## src/rtl/skew_accum_ctrl_if.sv

```systemverilog
// Stream and datapath bundle for skew_accum_ctrl: job start, offset input
// stream, result output stream and the link to the external adder datapath.
interface skew_accum_ctrl_if #(
   parameter int SIZE_INPUT  = 8,
   parameter int SIZE_OUTPUT = 16,
   parameter int SIZE_CODE   = 5,
   parameter int CNT_W       = 8
);
   logic                            start;
   logic [CNT_W-1:0]                cfg_len;
   logic                            in_valid;
   logic                            in_ready;
   logic [SIZE_INPUT*SIZE_CODE-1:0] in_offset;
   logic [SIZE_INPUT*SIZE_CODE-1:0] dp_offset;
   logic [SIZE_OUTPUT-1:0]          dp_numin;
   logic [SIZE_OUTPUT-1:0]          dp_out;
   logic                            out_valid;
   logic                            out_ready;
   logic [SIZE_OUTPUT-1:0]          out_data;
   logic                            busy;

   // Environment side: producer, consumer and datapath
   modport master (
      output start, cfg_len, in_valid, in_offset, dp_out, out_ready,
      input  in_ready, dp_offset, dp_numin, out_valid, out_data, busy
   );

   // Controller side
   modport slave (
      input  start, cfg_len, in_valid, in_offset, dp_out, out_ready,
      output in_ready, dp_offset, dp_numin, out_valid, out_data, busy
   );
endinterface

```

## src/rtl/skew_accum_ctrl.sv

```systemverilog
// Multi-cycle accumulator controller around the skew_offset_add_signed
// datapath. Owns the running sum fed back into the adder's numin port,
// counts cfg_len beats per job and hands the finished sum downstream.
module skew_accum_ctrl #(
   parameter int SIZE_INPUT  = 8,
   parameter int SIZE_OUTPUT = 16,
   parameter int SIZE_CODE   = 5,
   parameter int CNT_W       = 8
) (
   input logic             clk,
   input logic             rst,
   skew_accum_ctrl_if.slave bus
);

   typedef enum logic [1:0] {
      IDLE,
      ACCUM,
      OUTPUT
   } state_t;

   state_t                 state_q;
   logic [SIZE_OUTPUT-1:0] acc_q;
   logic [CNT_W-1:0]       cnt_q;
   logic [CNT_W-1:0]       len_q;
   logic [SIZE_OUTPUT-1:0] out_data_q;
   logic                   in_ready_q;
   logic                   out_valid_q;
   logic                   busy_q;
   logic                   beat;

   // A beat is an accepted offset word; in_ready is only high in ACCUM
   assign beat = bus.in_valid & in_ready_q;

   assign bus.dp_offset = bus.in_offset;
   assign bus.dp_numin  = acc_q;
   assign bus.in_ready  = in_ready_q;
   assign bus.out_valid = out_valid_q;
   assign bus.out_data  = out_data_q;
   assign bus.busy      = busy_q;

   // Job sequencer: state, running sum, term counter and registered handshake outputs
   always_ff @(posedge clk) begin
      if (rst) begin
         state_q     <= IDLE;
         acc_q       <= '0;
         cnt_q       <= '0;
         len_q       <= '0;
         out_data_q  <= '0;
         in_ready_q  <= 1'b0;
         out_valid_q <= 1'b0;
         busy_q      <= 1'b0;
      end else begin
         case (state_q)
            IDLE: begin
               if (bus.start) begin
                  busy_q <= 1'b1;
                  if (bus.cfg_len != '0) begin
                     len_q      <= bus.cfg_len;
                     acc_q      <= '0;
                     cnt_q      <= '0;
                     in_ready_q <= 1'b1;
                     state_q    <= ACCUM;
                  end else begin
                     out_data_q  <= '0;
                     out_valid_q <= 1'b1;
                     state_q     <= OUTPUT;
                  end
               end
            end
            ACCUM: begin
               if (beat) begin
                  acc_q <= bus.dp_out;
                  cnt_q <= cnt_q + CNT_W'(1);
                  if (cnt_q == len_q - CNT_W'(1)) begin
                     out_data_q  <= bus.dp_out;
                     out_valid_q <= 1'b1;
                     in_ready_q  <= 1'b0;
                     state_q     <= OUTPUT;
                  end
               end
            end
            OUTPUT: begin
               if (bus.out_ready) begin
                  out_valid_q <= 1'b0;
                  busy_q      <= 1'b0;
                  state_q     <= IDLE;
               end
            end
            default: begin
               in_ready_q  <= 1'b0;
               out_valid_q <= 1'b0;
               busy_q      <= 1'b0;
               state_q     <= IDLE;
            end
         endcase
      end
   end

endmodule

```

## src/flat_wrapper.sv

```systemverilog
// flat-port wrapper written by rule: the top's interface ports become plain ports
module skew_accum_ctrl_flat 
#(
   parameter int SIZE_INPUT  = 8,
   parameter int SIZE_OUTPUT = 16,
   parameter int SIZE_CODE   = 5,
   parameter int CNT_W       = 8
)
  (clk, rst, bus_start, bus_cfg_len, bus_in_valid, bus_in_offset, bus_dp_out, bus_out_ready, bus_in_ready, bus_dp_offset, bus_dp_numin, bus_out_valid, bus_out_data, bus_busy);
  skew_accum_ctrl_if #(.SIZE_INPUT(SIZE_INPUT), .SIZE_OUTPUT(SIZE_OUTPUT), .SIZE_CODE(SIZE_CODE), .CNT_W(CNT_W)) bus_i ();
  input logic clk;
  input logic rst;
  input wire logic [$bits(bus_i.start)-1:0] bus_start;
  input wire logic [$bits(bus_i.cfg_len)-1:0] bus_cfg_len;
  input wire logic [$bits(bus_i.in_valid)-1:0] bus_in_valid;
  input wire logic [$bits(bus_i.in_offset)-1:0] bus_in_offset;
  input wire logic [$bits(bus_i.dp_out)-1:0] bus_dp_out;
  input wire logic [$bits(bus_i.out_ready)-1:0] bus_out_ready;
  output wire logic [$bits(bus_i.in_ready)-1:0] bus_in_ready;
  output wire logic [$bits(bus_i.dp_offset)-1:0] bus_dp_offset;
  output wire logic [$bits(bus_i.dp_numin)-1:0] bus_dp_numin;
  output wire logic [$bits(bus_i.out_valid)-1:0] bus_out_valid;
  output wire logic [$bits(bus_i.out_data)-1:0] bus_out_data;
  output wire logic [$bits(bus_i.busy)-1:0] bus_busy;
  assign bus_i.start = bus_start;
  assign bus_i.cfg_len = bus_cfg_len;
  assign bus_i.in_valid = bus_in_valid;
  assign bus_i.in_offset = bus_in_offset;
  assign bus_i.dp_out = bus_dp_out;
  assign bus_i.out_ready = bus_out_ready;
  assign bus_in_ready = bus_i.in_ready;
  assign bus_dp_offset = bus_i.dp_offset;
  assign bus_dp_numin = bus_i.dp_numin;
  assign bus_out_valid = bus_i.out_valid;
  assign bus_out_data = bus_i.out_data;
  assign bus_busy = bus_i.busy;
  skew_accum_ctrl #(.SIZE_INPUT(SIZE_INPUT), .SIZE_OUTPUT(SIZE_OUTPUT), .SIZE_CODE(SIZE_CODE), .CNT_W(CNT_W)) u_core (.clk(clk), .rst(rst), .bus(bus_i));
endmodule
```

## config.mk

```make
export PLATFORM = sky130hd
export DESIGN_NAME = skew_accum_ctrl_flat
export DESIGN_NICKNAME = d
export VERILOG_FILES = /design/src/rtl/skew_accum_ctrl_if.sv /design/src/rtl/skew_accum_ctrl.sv /design/src/flat_wrapper.sv
export SDC_FILE = /design/constraint.sdc
export NUM_CORES = 1
export LEC_CHECK = 0
export ABC_AREA = 1
export BUFFER_PORTS_ARGS = -buffer_cell sky130_fd_sc_hd__buf_2
export CAP_MARGIN = 20
export CELL_PAD_IN_SITES_DETAIL_PLACEMENT = 0
export CELL_PAD_IN_SITES_GLOBAL_PLACEMENT = 1
export CORE_ASPECT_RATIO = 0.8
export CORE_MARGIN = 2
export CORE_UTILIZATION = 30
export DETAILED_ROUTE_END_ITERATION = 8
export PLACE_DENSITY = 0.87
export SYNTH_ARGS = -nofsm -noshare
export SYNTH_HDL_FRONTEND = slang
export SYNTH_SLANG_ARGS = --single-unit
export TNS_END_PERCENT = 50
```

## constraint.sdc

```tcl
create_clock -name clk -period 2.4 [get_ports clk]
set_input_delay 0.12 -clock clk [delete_from_list [all_inputs] [get_ports clk]]
set_output_delay 0.12 -clock clk [all_outputs]
set_load 0.01 [all_outputs]
```

* Yosys cells after proc, flatten, opt, wreduce, memory -nomap -nowiden
Index checks and enable logic that the tools add are counted.
** Storage, ports and cells
- Flip-flop bits (word level) :: 53
- Input port bits :: 69
- Output and inout port bits :: 75
** Operators by class
- Add/subtract/negate cells :: 2
- Equality and inequality tests :: 9
- Mux-type cells :: 32
- Bitwise logic cells :: 3
- Reduce and logical (&&, ||, !) cells :: 10
** Operator list (count)
- $mux 16 :: 7
- $pmux 16 s2 :: 2
- $mux 8 :: 3
- $pmux 8 s2 :: 1
- $reduce_and 5->1 :: 3
- $mux 1 :: 10
- $mux 2 :: 5
- $pmux 1 s3 :: 3
- $add 8x1->8 const B :: 1
- $eq 8x8->1 :: 1
- $reduce_and 4->1 :: 2
- $reduce_bool 8->1 :: 1
- $sub 8x1->8 const B :: 1
- $ne 2x1->1 const B :: 3
- $ne 2x2->1 const B :: 3
- $pmux 2 s3 :: 1
- $reduce_and 3->1 :: 2
- $eq 2x1->1 const B :: 1
- $eq 2x2->1 const B :: 1
- $logic_not 2->1 :: 1
- $not 1->1 :: 2
- $reduce_bool 2->1 :: 1
- $and 1x1->1 :: 1

* Logic depth before layout (Yosys ltp)
- Depth in word-level cells :: 5
- Gate-level depth with buffers :: 16
- Gate-level depth less buffers :: 15

* Least setup slack after synthesis
OpenSTA, ideal clock, no wires.
- Path type :: flip-flop to flip-flop
- Start point :: register u_core.len_q[0]
- End point :: register u_core.out_data_q[0] (netlist: u_core.bus.out_data[0])
- Arrival :: 1.734 ns
- Path slack :: 0.554 ns
- Stages on the path, launching flop included :: 16
- Path buffers :: 2
- Cells stage by stage :: dfxtp_1 -> inv_1 -> ha_1 -> nand2_1 -> nor2_2 -> nand3_1 -> nand2_1 -> nand3_1 -> nor2_1 -> nand2_1 -> nand2_2 -> nand3_1 -> buf_4 -> buf_6 -> nor2_1 -> nor2_1
** On the way
- Cells in the longest elaborated chain, start to end :: 4
** RTL lines
- from (decl) :: line skew_accum_ctrl.sv:24 : logic [CNT_W-1:0] len_q;
- from (signal assigned) :: line skew_accum_ctrl.sv:58 : len_q <= bus.cfg_len;
- $sub 8x1->8 :: line skew_accum_ctrl.sv:74 : if (cnt_q == len_q - CNT_W'(1)) begin
- $eq 8x8->1 :: line skew_accum_ctrl.sv:74
- $ne 2x1->1 (no line)
- $reduce_and 5->1 (no line)
- to (signal assigned) :: line skew_accum_ctrl.sv:75 : out_data_q <= bus.dp_out;
- to (decl) :: line skew_accum_ctrl.sv:25 : logic [SIZE_OUTPUT-1:0] out_data_q;
No other way between the ends.
A chain may end at the register's enable or synchronous reset.

* Worst setup path in the final report
- Start point :: register u_core.len_q[0]
- End point :: register u_core.out_data_q[8] (netlist: u_core.bus.out_data[8])
The elaborated chain is that of the path after synthesis.

==> results.ini <==
[outcome]
status=complete, no violations

[final_layout]
drive_above_1_share_pct=18.8
final_common_cell=nand2_1
nets=522
layout_common_cells=91 x nand2_1, 78 x nor2_1, 63 x buf_2, 61 x inv_1, 53 x dfxtp_1
fin_area_um2=3110
nFillCells=999
n_antenna_cell=0
areaGrowthSynthToFinish_pct=9.48

[clocking]
postCtsSetupBuffers=0
hold_buffers=0
cts_num_sinks=53
clk_pin_slew_worst_paths_ns=0.07
clock_tree.root_cell=clkbuf_16
cts_tree=done
clockBufferDepth=2
clock_latency_ns=0.30
htree_levels=2
cts_made_buffers=5
cts.repair.resized=0

[logic_synthesis]
yosys_warnings=0
netlist_area_um2=2840
synth.distinct_cells=27
syn_avg_cell_area_um2=6.59
synthesis.nets=502
synthCells=431
yosysSeqAreaShare_pct=37.4
synth_seq_cells=53

[routing]
drc=0
wl_mm=6.74
firstDrtPassIters=4
wl_per_cell_um=11.9
num_vias=2499
ant_nets=0
via_per_inst=4.41
first_iter_violations=153

[floorplan]
rows=31
die-height_um=91.0
ios=144
core_area_um2=9110
dieArea_um2=10300
initial_core_util_pct=31.1
die_w_um=113

[sta]
setup_tns_ns=0
period_share_pct=87.7
rsz0062_at_grt=no
clock_skew_ns=0.00884
timing.fmax_mhz=475
period_needed_ns=2.10
finalMaxSlewViolations=0
worst_pin_slew_ns=0.621
setup_viol=0
slew_headroom_pct=58.6
hold_viol=0

[hold_path]
min_path_type=in -> reg
holdPathStages=3
min_to=u_core.len_q[5]
min_from=bus_cfg_len[5]

[worst_setup_path]
crit_required_ns=2.63
regToRegStartpoint=u_core.len_q[0]
worst-setup-path-type=reg -> reg
ff2ff_setup_slack_ns=0.30
worst_path_most_repeated_cell=nand2_1
cpPeakStageDelay_ns=0.34
cp_cell_sequence=inv_1 > ha_1 > nand2_1 > nor2_2 > nand3_1 > nand2_1 > nand3_1 > nor2_1 > nand2_1 > nand2_2 > nand3_1 > buf_4 > nand2_1 > nand2_1 > nor2_1
timing.rr.end=u_core.bus.out_data[8]
reg2regPathDepth=15
critPathArrivalTime_ns=2.33
crit_fanout=29
slowest_stage=dfxtp_1
setup.worst_path.end_class=flip-flop
cp-start-kind=flip-flop

[global_routing]
overflow=0
grt_pass1_wl_mm=11.2
grt_pass1_vias=2294
track_usage_pct=13.4
grt_max_degree=30
antenna_found_initial=0

[pwr]
power_w=0.00406
switching_power_w=0.00180
power_frac_seq_pct=35.0
peakVddDrop_mv=0.707
powerDensity_nw_per_um2=1310
p_leak_nw=1.65
combPwrFrac_pct=46.3
swShare_pct=44.4
cell_internal_pwr_w=0.00226
clkPwrFrac_pct=18.7

[placement]
port_buffers=63
finalWeightedCongestion=0.837
dpl_cell_area_um2=2950
dp_hpwl_mm=5.03

[run]
maxCapViolCount=0

==> critical path, delay by kind of cell (launching register included) <==
kind          cells  cell delay [ns]
simple gates     12             1.09
buf+inv           2             0.37
fa+ha+maj         1             0.23
flops             1             0.34
==> synthesized netlist by cell type <==
| cell | n | area [µm²] |
|---|---|---|
| o211ai_1 | 1 | 7.51 |
| nor2_2 | 3 | 18.8 |
| a21oi_1 | 23 | 115 |
| nand3_1 | 13 | 65.1 |
| xor2_1 | 3 | 26.3 |
| buf_6 | 1 | 11.3 |
| nand2_1 | 91 | 342 |
| nand4_1 | 3 | 18.8 |
| nor2_1 | 78 | 293 |
| nor3_1 | 3 | 15.0 |
| o21ai_0 | 30 | 150 |
| inv_1 | 61 | 229 |
| a211oi_1 | 1 | 7.51 |
| nor2_4 | 1 | 11.3 |
| inv_2 | 2 | 7.51 |
| clkbuf_1 | 6 | 22.5 |
| nor3b_1 | 1 | 7.51 |
| dfxtp_1 | 53 | 1060 |
| nand2_2 | 3 | 18.8 |
| nor3_4 | 1 | 16.3 |
| buf_2 | 4 | 20.0 |
| o21ai_1 | 2 | 10.0 |
| xnor2_1 | 2 | 17.5 |
| nor3_2 | 1 | 10.0 |
| clkbuf_2 | 1 | 5.00 |
| ha_1 | 2 | 25.0 |
| buf_4 | 41 | 308 |
==> layer usage <==
metal	track usage [%]	vias up	wire [µm]
li1	-	1314	-
met1	18.8	1098	3370
met2	19.4	72	2720
met3	4.74	15	584
met4	3.35	0	68
met5	0	-	0
==> final cells by class <==
class / count / area [µm²] / area share [%]
tap: 115 / 144 / 4.63
clock buffer: 5 / 125 / 4.03
multi-input combinational: 262 / 1170 / 37.8
timing repair buffer: 66 / 338 / 10.9
inverter: 63 / 236 / 7.61
sequential: 53 / 1060 / 34.1
clock inverter: 3 / 28.8 / 0.926
==> logic make-up after synthesis <==
| kind of cell | synth area share (%) |
|---|---|
| simple gates | 28.7 |
| buf+inv | 21.2 |
| compound gates | 10.2 |
| flops | 37.4 |
| xor+xnor | 1.54 |
| fa+ha+maj | 0.881 |
==> sequential cells by signal, summed over array words and instances (netlist names) <==
signal                count
u_core.cnt_q              8
u_core.state_q            2
u_core.bus.busy           1
u_core.bus.in_ready       1
u_core.bus.dp_numin      16
u_core.len_q              8
u_core.bus.out_data      16
u_core.bus.out_valid      1
==> power groups by stage <==
stage               logic (W)  registers (W)  clock network (W)
floorplan             0.00126        0.00154                  0
global placement      0.00185        0.00143                  0
finish                0.00188        0.00142           0.000759
CTS                   0.00190        0.00142           0.000783
detailed placement    0.00189        0.00144                  0
global route          0.00216        0.00147           0.000825
==> metrics by stage <==
stage                     setup WS (ns)  hold slack, ns  utilization (%)  std cells
after floorplan                   0.554           0.189                -        431
after global placement            0.449           0.240             32.4        559
after detailed placement          0.332           0.240             32.4        559
after CTS                         0.309          0.0718             34.1        567
after global routing           0.000853          0.0721             34.1        567
final                             0.295          0.0732             34.1        567
==> how the worst max path moves through the flow <==
stage | from | slack, ns | to
finish | u_core.len_q[0] | 0.30 | u_core.bus.out_data[8]
CTS | u_core.len_q[0] | 0.31 | u_core.bus.out_data[8]
floorplan | u_core.len_q[0] | 0.55 | u_core.bus.out_data[0]
global placement | u_core.len_q[0] | 0.45 | u_core.bus.out_data[5]
global route | u_core.len_q[0] | 0.0009 | u_core.bus.out_data[13]
detailed placement | u_core.len_q[0] | 0.33 | u_core.bus.out_data[8]
Power figures use the tool's default switching activity.
